<file path="config.mk">
export PLATFORM = sky130hd
export DESIGN_NAME = serial_paralelo_rx
export DESIGN_NICKNAME = d
export VERILOG_FILES = /design/src/rtl/serial_paralelo_rx.sv
export SDC_FILE = /design/constraint.sdc
export NUM_CORES = 1
export LEC_CHECK = 0
export BUFFER_PORTS_ARGS = -buffer_cell sky130_fd_sc_hd__buf_2
export CAP_MARGIN = 20
export CORE_MARGIN = 5
export CORE_UTILIZATION = 40
export DETAILED_ROUTE_END_ITERATION = 10
export HOLD_SLACK_MARGIN = 0.06
export RECOVER_POWER = 50
export SLEW_MARGIN = 25
export SYNTH_ARGS = -nofsm -noshare
export SYNTH_HDL_FRONTEND = slang
export SYNTH_SLANG_ARGS = --single-unit
</file>
<file path="constraint.sdc">
create_clock -name clk_32f -period 2.2 [get_ports clk_32f]
set_input_delay 0.11 -clock clk_32f [delete_from_list [all_inputs] [get_ports clk_32f]]
set_output_delay 0.11 -clock clk_32f [all_outputs]
set_load 0.1 [all_outputs]
</file>
<file path="src/rtl/serial_paralelo_rx.sv">
// Serial-to-parallel lane receiver: comma hunt, byte alignment and payload recovery.
// Optional loss-of-sync detection is compiled in with `define SYNC_LOSS_EN.
module serial_paralelo_rx #(
  parameter logic [7:0]  COMMA      = 8'hBC,
  parameter int unsigned SYNC_COUNT = 4
) (
  input  logic       clk_32f,
  input  logic       reset,
  input  logic       data_in,
  output logic [7:0] data_out,
  output logic       valid_out,
  output logic       active
);

  localparam int unsigned CW = $clog2(SYNC_COUNT + 1);

  typedef enum logic [1:0] {SEARCH, ALIGN, SYNCED} state_e;

  state_e        state_q, state_d;
  logic [7:0]    sr_q, sr_d;
  logic [2:0]    bit_cnt_q, bit_cnt_d;
  logic [CW-1:0] comma_cnt_q, comma_cnt_d;
  logic [7:0]    data_q, data_d;
  logic          valid_q, valid_d;
  logic          active_q, active_d;
  logic          boundary_c;
  logic          is_comma_c;
`ifdef SYNC_LOSS_EN
  logic [5:0]    miss_q, miss_d;
`endif

  // The window under evaluation is the registered shift register, so every
  // decision lands one edge after the last bit of the byte entered sr.
  assign boundary_c = (bit_cnt_q == 3'd7);
  assign is_comma_c = (sr_q == COMMA);

  always_comb begin
    state_d     = state_q;
    sr_d        = {sr_q[6:0], data_in};
    bit_cnt_d   = bit_cnt_q + 3'd1;
    comma_cnt_d = comma_cnt_q;
    data_d      = data_q;
    valid_d     = valid_q;
`ifdef SYNC_LOSS_EN
    miss_d      = miss_q;
`endif
    case (state_q)
      SEARCH: begin
        if (is_comma_c) begin
          bit_cnt_d   = 3'd0;
          comma_cnt_d = CW'(1);
          state_d     = (SYNC_COUNT <= 1) ? SYNCED : ALIGN;
        end
      end
      ALIGN: begin
        if (boundary_c) begin
          if (is_comma_c) begin
            if (32'(comma_cnt_q) + 32'd1 >= SYNC_COUNT) begin
              comma_cnt_d = CW'(SYNC_COUNT);
              state_d     = SYNCED;
            end else begin
              comma_cnt_d = comma_cnt_q + CW'(1);
            end
          end else begin
            comma_cnt_d = '0;
            state_d     = SEARCH;
          end
        end
      end
      SYNCED: begin
        if (boundary_c) begin
          data_d  = sr_q;
          valid_d = !is_comma_c;
`ifdef SYNC_LOSS_EN
          if (is_comma_c) begin
            miss_d = 6'd0;
          end else if (miss_q == 6'd63) begin
            miss_d      = 6'd0;
            comma_cnt_d = '0;
            state_d     = SEARCH;
          end else begin
            miss_d = miss_q + 6'd1;
          end
`endif
        end
      end
      default: state_d = SEARCH;
    endcase
    // Outputs are only meaningful while synchronised.
    if (state_d != SYNCED) begin
      data_d  = 8'h00;
      valid_d = 1'b0;
    end
    active_d = (state_d == SYNCED);
  end

  always_ff @(posedge clk_32f or negedge reset) begin
    if (!reset) begin
      state_q     <= SEARCH;
      sr_q        <= 8'h00;
      bit_cnt_q   <= 3'd0;
      comma_cnt_q <= '0;
      data_q      <= 8'h00;
      valid_q     <= 1'b0;
      active_q    <= 1'b0;
`ifdef SYNC_LOSS_EN
      miss_q      <= 6'd0;
`endif
    end else begin
      state_q     <= state_d;
      sr_q        <= sr_d;
      bit_cnt_q   <= bit_cnt_d;
      comma_cnt_q <= comma_cnt_d;
      data_q      <= data_d;
      valid_q     <= valid_d;
      active_q    <= active_d;
`ifdef SYNC_LOSS_EN
      miss_q      <= miss_d;
`endif
    end
  end

  assign data_out  = data_q;
  assign valid_out = valid_q;
  assign active    = active_q;

endmodule

</file>
==> results.sh <==
export IMPL_synthesis_area_mm2=0.001021
export IMPL_final_setup_tns_ns=0
export IMPL_yosysSeqAreaShare_pct=63.73
export IMPL_fill_cells=227
export IMPL_buffer_ports_inserted=12
export IMPL_globalRouteOverflowTotal=0
export IMPL_fin_worst_hold_slack_ns=0.4151
export IMPL_drv_slew=0
export IMPL_path_delay_family="simple AND/OR/NAND/NOR gates"
export IMPL_worst_setup_path_type="flip-flop to flip-flop"
export IMPL_insertedDiodeCount=0
export IMPL_multi_input_comb_area_um2=344.1
export IMPL_grt_total_usage_pct=11.23
export IMPL_first_pass_iters=4
export IMPL_post_cts_resized_instances=0
export IMPL_dieHeight_um=60.52
export IMPL_place_worst_setup_slack_ns=0.3609
export IMPL_synth_largest_area_cell="dfrtp_1"
export IMPL_critical_path_endpoint_type="flip-flop"
export IMPL_internal_power_uw=652.3
export IMPL_grt_pass1_wl_mm=3.049
export IMPL_die_x_extent_um=60.52
export IMPL_cts_htree_levels=1
export IMPL_power_share_clock_pct=27.7
export IMPL_synth_enable_flop_cells=0
export IMPL_synth_nets=90
export IMPL_yosys_top_cells_area="dfrtp_1 (64%), mux2i_1 (7.8%), nor2_1 (4.4%)"
export IMPL_final_antenna_net_count=0
export IMPL_power_leakage_uw=0.0006385
export IMPL_combPwrFrac_pct=10.7
export IMPL_clk_pin_slew_worst_paths_ns=0.13
export IMPL_outcome="complete, no violations"
export IMPL_routed_wirelength_mm=1.665
export IMPL_initial_utilization_pct=41.59
export IMPL_cts_tree="built"
export IMPL_synth_top_flop_cell="dfrtp_1"
export IMPL_drc=0
export IMPL_io_pins=13
export IMPL_synth_warnings=0
export IMPL_ys_types=20
export IMPL_placeable_core_region_mm2=0.002455
export IMPL_timing_critical_path_required_ns=2.45
export IMPL_yosys_area_top_type_share_pct=63.73
export IMPL_timing_slew_headroom_pct=9.965
export IMPL_number_of_hold_buffers_added_after_cts=2
export IMPL_dp_final_hpwl_mm=1.201
export IMPL_final_nets=109
export IMPL_syn_instance_count=84
export IMPL_arrival_ns=2.11
export IMPL_net_switching_power_uw=207.4
export IMPL_initial_antenna_violation_count=0
export IMPL_final_critical_path_setup_slack_ns=0.3450
export IMPL_flow_area_growth_from_synthesis_pct=14.58
export IMPL_layout_worst_path_cycle_share_pct=84.32
export IMPL_setup_violations=0
export IMPL_critical_path_max_stage_delay_ns=0.52
export IMPL_share_of_async_settable_or_async_resettable_flops_after_synthesis_pct=100.0
export IMPL_clock_tree_root_cell="clkbuf_4"
export IMPL_clockBufferDepth=2
export IMPL_pin_count_of_the_biggest_net_entering_global_routing=27
export IMPL_path_buf_inv=0
export IMPL_viasPerCell=5.008
export IMPL_synth_most_common_cell="dfrtp_1"
export IMPL_power_share_switching_pct=24.12
export IMPL_crit_chain="nand4b_1 -> or4_4 -> o32a_1 -> nor2_1"
export IMPL_vias=661
export IMPL_seq_area_um2=650.6
export IMPL_gpl_final_weighted_congestion=0.7824
export IMPL_crit_path_max_fanout=10
export IMPL_cts_sinks=26
export IMPL_seqPwrFrac_pct=61.6
export IMPL_timing_clock_skew_ns=0.002936
export IMPL_wl_per_cell_um=12.61
export IMPL_power_density_cell_area_mw_per_mm2=734.8
export IMPL_critical_path_slowest_cell="or4_4"
export IMPL_fmax_mhz=539.1
export IMPL_number_of_maximum_capacitance_violations=0
export IMPL_ys_seq_elements=26
export IMPL_finalCriticalPeriod_ns=1.855
export IMPL_syn_mean_instance_area_um2=12.15
export IMPL_drive_gt1_share_pct=17.65
export IMPL_rows=18
export IMPL_cts_repair_timing_setup_buffer_count=0
export IMPL_start_kind="flip-flop"
export IMPL_worst_slew_pin_slew_ns=1.351
export IMPL_clkLatencyLatePin_ns=0.31
export IMPL_hold_violations=0
export IMPL_die_outline_area_mm2=0.003663
export IMPL_peak_supply_drop_uv=437.0
export IMPL_cts_buffers_inserted=3
export IMPL_post_synth_most_frequent_cells="dfrtp_1 (26), nor2_1 (12), mux2i_1 (8), nand2_1 (6)"
export IMPL_first_iter_violations=14
export IMPL_grt_setup_unrepaired="no"
export IMPL_hold_path_class="flip-flop to flip-flop"
export IMPL_grt_pass1_vias=660
-- placed cells by master, fill, tap and decap left out, drive strengths merged --
cell and n:
nand2 6, nor3 1, ha 3, o21ai 3, clkbuf 5, a211o 1, a21oi 4, nor2b 2
nor2 12, and2 3, inv 4, a21o 3, nor4 2, mux2i 8, nand3 1, or4 2
dlygate4sd3 2, nand4b 1, o32a 1, buf 12, dfrtp 26
-- layout make-up --
type,instances,area share [%]
clock buffers,4,3.102
inverters,4,1.283
multi-input cells,53,29.41
flip-flops and latches,26,55.62
well taps,30,3.209
repair buffers,15,7.380
-- metal layers --
layer,wire [µm],part of all wire (%),global-route usage [%]
met5,0,0,0
met4,12,0.72,5.573
met3,69,4.1,1.915
met2,748,45,16.67
met1,833,50,15.92
-- state kept, by name, indices dropped and copies added (netlist names) --
| name | count |
|---|---|
| data_out | 8 |
| sr_q | 8 |
| bit_cnt_q | 3 |
| comma_cnt_q | 3 |
| state_q | 2 |
| active | 1 |
| valid_out | 1 |
-- final timing paths --
kind	start	endpoint	slack (ns)	cells past startpoint
min in group asynchronous	reset	comma_cnt_q[2]$_DFFE_PN0P_	0.61	2
worst min-delay path	sr_q[4]$_DFF_PN0_	sr_q[5]$_DFF_PN0_	0.42	0
max in group asynchronous	reset	sr_q[3]$_DFF_PN0_	0.80	2
worst max-delay path	sr_q[6]$_DFF_PN0_	data_out[5]$_DFFE_PN0P_	0.35	4
worst max register to register	sr_q[6]$_DFF_PN0_	data_out[5]$_DFFE_PN0P_	0.35	4
worst min register to register	sr_q[4]$_DFF_PN0_	sr_q[5]$_DFF_PN0_	0.42	0
-- cells by family (layout without fill, tap and decap cells) --
logic type | Yosys count | after routing | synth area share [%]
compound gates | 12 | 12 | 7.598
fa+ha+maj | 3 | 3 | 3.677
mux | 8 | 8 | 7.843
buf+inv | 5 | 23 | 2.573
simple gates | 30 | 30 | 14.58
flops | 26 | 26 | 63.73
-- metrics by stage --
stage / power (µW) / instance area, µm² / std cells / util, %
floorplan: 600.3 / 1021 / 84 / -
global placement: 625.9 / 1115 / 126 / 45.41
global route: 914.8 / 1170 / 132 / 47.66
detailed placement: 630.0 / 1115 / 126 / 45.41
finish: 859.6 / 1170 / 132 / 47.66
CTS: 873.5 / 1171 / 132 / 47.71
-- power by group through the flow --
stage | clock, µW | sequential (µW) | combinational, µW
after global routing | 269 | 536 | 109
final | 238 | 530 | 91.7
after detailed placement | 0 | 540 | 90.0
after global placement | 0 | 538 | 87.5
after floorplan | 0 | 535 | 65.7
after CTS | 249 | 530 | 94.2
No activity file was read; power rests on OpenSTA's default activity.
